File: src/rtl/cla_nibble_serial_adder.sv
// Serial adder that processes one 4-bit carry-lookahead nibble per clock.
// Defining CLA_OVF_EN adds the signed-overflow output port ovf.
module cla_nibble_serial_adder #(
  parameter int WIDTH = 16
) (
  input  logic             clk,
  input  logic             rst,
  input  logic             start,
  input  logic [WIDTH-1:0] a,
  input  logic [WIDTH-1:0] b,
  input  logic             cin,
  output logic             ready,
  output logic             busy,
  output logic             done,
  output logic [WIDTH-1:0] sum,
  output logic             cout
`ifdef CLA_OVF_EN
  ,
  output logic             ovf
`endif
);

  localparam int NIB = WIDTH / 4;
  localparam int CW  = (NIB > 1) ? $clog2(NIB) : 1;
  localparam logic [CW-1:0] KLAST = CW'(NIB - 1);

  typedef enum logic [1:0] {IDLE, BUSY, DONE} state_t;

  state_t           state, state_nx;
  logic [WIDTH-1:0] opa, opb;
  logic             carry;
  logic [CW-1:0]    k;
  logic             accept;
  logic [3:0]       p, g, nsum;
  logic             c1, c2, c3, c4;
  logic [WIDTH+3:0] sum_ext;

  // Lookahead carries are flat sums of products of p/g/carry, with no ripple.
  always_comb begin
    p  = opa[3:0] ^ opb[3:0];
    g  = opa[3:0] & opb[3:0];
    c1 = g[0] | (p[0] & carry);
    c2 = g[1] | (p[1] & g[0]) | (p[1] & p[0] & carry);
    c3 = g[2] | (p[2] & g[1]) | (p[2] & p[1] & g[0]) | (p[2] & p[1] & p[0] & carry);
    c4 = g[3] | (p[3] & g[2]) | (p[3] & p[2] & g[1]) | (p[3] & p[2] & p[1] & g[0])
       | (p[3] & p[2] & p[1] & p[0] & carry);
    nsum    = p ^ {c3, c2, c1, carry};
    sum_ext = {nsum, sum};
  end

  always_ff @(posedge clk) begin
    if (rst) state <= IDLE;
    else     state <= state_nx;
  end

  always_comb begin
    state_nx = state;
    ready    = 1'b0;
    busy     = 1'b0;
    done     = 1'b0;
    accept   = 1'b0;
    case (state)
      IDLE: begin
        ready = 1'b1;
        if (start) begin
          accept   = 1'b1;
          state_nx = BUSY;
        end
      end
      BUSY: begin
        busy = 1'b1;
        if (k == KLAST) state_nx = DONE;
      end
      DONE: begin
        ready = 1'b1;
        done  = 1'b1;
        if (start) begin
          accept   = 1'b1;
          state_nx = BUSY;
        end else begin
          state_nx = IDLE;
        end
      end
      default: state_nx = IDLE;
    endcase
  end

  // Each nibble sum enters at the MSB end; after NIB shifts nibble 0 lands at [3:0].
  always_ff @(posedge clk) begin
    if (rst) begin
      opa   <= '0;
      opb   <= '0;
      carry <= 1'b0;
      k     <= '0;
      sum   <= '0;
      cout  <= 1'b0;
`ifdef CLA_OVF_EN
      ovf   <= 1'b0;
`endif
    end else if (accept) begin
      opa   <= a;
      opb   <= b;
      carry <= cin;
      k     <= '0;
    end else if (busy) begin
      opa   <= opa >> 4;
      opb   <= opb >> 4;
      carry <= c4;
      k     <= k + CW'(1);
      sum   <= sum_ext[WIDTH+3:4];
      if (k == KLAST) begin
        cout <= c4;
`ifdef CLA_OVF_EN
        ovf  <= c3 ^ c4;
`endif
      end
    end
  end

endmodule

File: config.mk
export PLATFORM = sky130hd
export DESIGN_NAME = cla_nibble_serial_adder
export DESIGN_NICKNAME = d
export VERILOG_FILES = /design/src/rtl/cla_nibble_serial_adder.sv
export SDC_FILE = /design/constraint.sdc
export NUM_CORES = 1
export LEC_CHECK = 0
export CAP_MARGIN = 25
export CORE_MARGIN = 2
export CORE_UTILIZATION = 35
export DETAILED_ROUTE_END_ITERATION = 8
export GPL_TIMING_DRIVEN = 0
export HOLD_SLACK_MARGIN = 0.15
export PLACE_DENSITY_LB_ADDON = 0.05
export SLEW_MARGIN = 20
export SYNTH_ARGS = -nofsm -noshare
export SYNTH_HDL_FRONTEND = slang
export SYNTH_SLANG_ARGS = --single-unit
export TNS_END_PERCENT = 1
File: constraint.sdc
create_clock -name clk -period 3.3 [get_ports clk]
set_clock_uncertainty 0.2 [all_clocks]
set_input_delay 0.495 -clock clk [delete_from_list [all_inputs] [get_ports clk]]
set_output_delay 0.495 -clock clk [all_outputs]
set_load 0.03 [all_outputs]
==> results of run 1 <==
[synthesized netlist by cell type, types with 2 or more instances]
cell type	count
nand2b_1	2
and3_1	2
a22oi_1	7
a21o_1	2
a21oi_1	25
a31oi_1	2
a211oi_1	3
o21ai_0	2
o22ai_1	7
nand2_1	46
o221ai_1	2
inv_1	5
buf_2	13
ha_1	5
nor2b_1	3
mux2i_1	5
a311oi_1	9
nor3_1	21
buf_4	5
nand3_1	13
clkbuf_1	5
nor2_1	12
xnor2_1	2
dfxtp_1	54
[cells by family after synthesis]
kind of cell               after synthesis
and+or+nand+nor                        102
adders and majority gates                6
xor gates and xnor gates                 2
DFF                                     54
AOI/OAI and AO/OA                       64
buffers and inverters                   29
muxes                                    5
[layout make-up]
class,count,share of cell area
Tap cell,77,0.0322
Multi-Input combinational cell,179,0.345
Clock inverter,2,0.00419
Sequential cell,54,0.362
Clock buffer,6,0.0276
Buffer,23,0.0406
Inverter,6,0.00753
Timing Repair Buffer,54,0.181
[sequential cells by signal, summed over array words and instances (netlist names)]
signal,cells
carry,1
state,2
k,2
sum,16
cout,1
opb,16
opa,16
[report_power, final]
group | leakage [nW] | internal (W) | switching (W) | total, W
registers | 0.442 | 0.000693 | 0.0000267 | 0.000720
clock network | 0.0472 | 0.000169 | 0.000217 | 0.000386
logic | 0.612 | 0.000122 | 0.000149 | 0.000271
total | 1.10 | 0.000984 | 0.000393 | 0.00138
[per-layer routing]
metal  GRT usage  share of wire  vias up
li1            -              -     1058
met5           0              0        -
met3      0.0344          0.036        5
met4      0.0660         0.0077        0
met2       0.282           0.46       42
met1       0.245           0.50      980
[worst max-delay path, stage by stage, from the launching register on]
cell and delay (ps):
dfxtp_1 390, nand2b_1 160, inv_2 120, buf_2 250, clkdlybuf4s50_1 710
[per-stage QoR]
step           instances  area [sq um]  total power [W]  setup WS, ps  utilization
3_3_place_gp         393          2890          0.00100          1000        0.461
4_1_cts              401          2990          0.00139           636        0.476
6_report             401          2990          0.00138           673        0.476
5_1_grt              401          2990          0.00144           587        0.476
2_1_floorplan        262          2260         0.000893          1670            -
3_5_place_dp         393          2890          0.00101           989        0.461
[worst paths after layout]
path	end	startpoint	slack (ps)
max	busy	state[0]$_SDFFE_PP0P_	670
max reg2reg	cout$_SDFFE_PP0P_	opa[1]$_SDFFE_PP0P_	1370
min	sum[0]$_SDFFE_PP0P_	sum[0]$_SDFFE_PP0P_	260
min reg2reg	sum[0]$_SDFFE_PP0P_	sum[0]$_SDFFE_PP0P_	260
==> impl_metrics.env, run 1 <==
export IMPL_layout_drive_gt1_share=0.0864
export IMPL_grt_overflow=0
export IMPL_hold_class="reg -> reg"
export IMPL_ys_seq_elements=54
export IMPL_drt_pass1_iterations=4
export IMPL_cts_resized=0
export IMPL_grt_pass1_vias=2010
export IMPL_synth_net_count=304
export IMPL_grt_max_degree=17
export IMPL_status="finished, final reports clean"
export IMPL_antenna_cells=0
export IMPL_fin_setup_tns_ps=0
export IMPL_die_area_sq_um=7110
export IMPL_synth_avg_cell_area_sq_um=8.62
export IMPL_rsz0062_at_grt="no"
export IMPL_drt_wl_total_mm=6.21
export IMPL_drv_slew=0
export IMPL_wire_per_inst_um=15.5
export IMPL_cts_root_buf="clkbuf_8"
export IMPL_seq_area_sq_um=1080
export IMPL_htreeDepth=2
export IMPL_cp_end_kind="output pin"
export IMPL_fin_crit_ps=2630
export IMPL_synth_seq_area_share=0.479
export IMPL_syn_inst=262
export IMPL_finalWeightedCongestion=0.760
export IMPL_synth_top_cell_area_share=0.479
export IMPL_synth_largest_area_cell="dfxtp_1"
export IMPL_fmax_mhz=381
export IMPL_drt_initial_drc_count=96
export IMPL_critPathKind="reg -> out"
export IMPL_hold_ws_ps=262
export IMPL_dieHeight_um=84.3
export IMPL_clkLatencyLatePin_ps=310
export IMPL_yosys_mux_area_fraction=0.0222
export IMPL_maxCapViolations=0
export IMPL_area_growth_pct=32.4
export IMPL_drc=0
export IMPL_start_kind="register"
export IMPL_final_cell_mix="dfxtp_1 (54), clkdlybuf4s50_1 (54), nand2_1 (46), a21oi_1 (25), nor3_1 (21)"
export IMPL_synth_async_sr_flop_share=0
export IMPL_max_slew_margin=0.616
export IMPL_multiInputGateArea_sq_um=1030
export IMPL_track_usage=0.179
export IMPL_synth_xor_area_share=0.00776
export IMPL_start_util=0.360
export IMPL_synth_compound_area_frac=0.188
export IMPL_r2r_cells=4
export IMPL_cts_tree="yes"
export IMPL_critPathMaxFanout=10
export IMPL_clockBufferDepth=2
export IMPL_synthFlopType="dfxtp_1"
export IMPL_numPortBuffers=54
export IMPL_clock_sinks=54
export IMPL_synth_warnings=0
export IMPL_peakVddDrop_uv=220
export IMPL_vias_per_cell=5.20
export IMPL_synth_top_family_by_area="simple AND/OR/NAND/NOR gates"
export IMPL_p_leak_nw=1.10
export IMPL_post_route_period_util=0.796
export IMPL_synth_distinct_cells=34
export IMPL_io_pins=56
export IMPL_row_count=29
export IMPL_synth_simple_area_share=0.202
export IMPL_worstPathArrival_ps=1930
export IMPL_antenna_found_initial=0
export IMPL_cts_setup_buffers=0
export IMPL_numCtsBuffers=5
export IMPL_die_x_um=84.3
export IMPL_n_fill_cell=624
export IMPL_cts_hold_buf=0
export IMPL_power_per_cell_area_nw_per_um2=460
export IMPL_drtAntennaViolNets=0
export IMPL_layout_nets=365
export IMPL_hpwl_mm=4.52
export IMPL_synthAdderAreaFrac=0.0366
export IMPL_hold_viol=0
export IMPL_whs_path_depth=2
export IMPL_clkTransAtPathRegs_ps=100
export IMPL_grt_pass1_wl_mm=9.94
export IMPL_core_area_sq_um=6280
export IMPL_max_slew_worst_pin_slew_ps=576
export IMPL_synth_edf_count=0
export IMPL_crit_required_ps=2600
export IMPL_finalSetupViolCount=0
export IMPL_syn_area_sq_um=2260
export IMPL_synth_area_leaders="dfxtp_1 (48%), nand2_1 (7.6%), a21oi_1 (5.5%)"
export IMPL_vias=2085
No activity file was read; power rests on OpenSTA's default activity.
==> run 2: changes to the inputs <==
==> constraint.sdc (replaced) <==
create_clock -name clk -period 2.65 [get_ports clk]
set_clock_uncertainty 0.2 [all_clocks]
set_input_delay 0.3975 -clock clk [delete_from_list [all_inputs] [get_ports clk]]
set_output_delay 0.3975 -clock clk [all_outputs]
set_load 0.03 [all_outputs]
==> results of run 2 <==
Same layout as run 1 (identical final DEF). Status: finished, final reports clean.
Among the figures that moved: setup slack after placement 989 ps -> 436 ps; setup slack after layout 673 ps -> 120 ps; register-to-register setup slack 1370 ps -> 720 ps; total power 0.00138 W -> 0.00171 W; worst IR drop on VDD 220 uV -> 274 uV
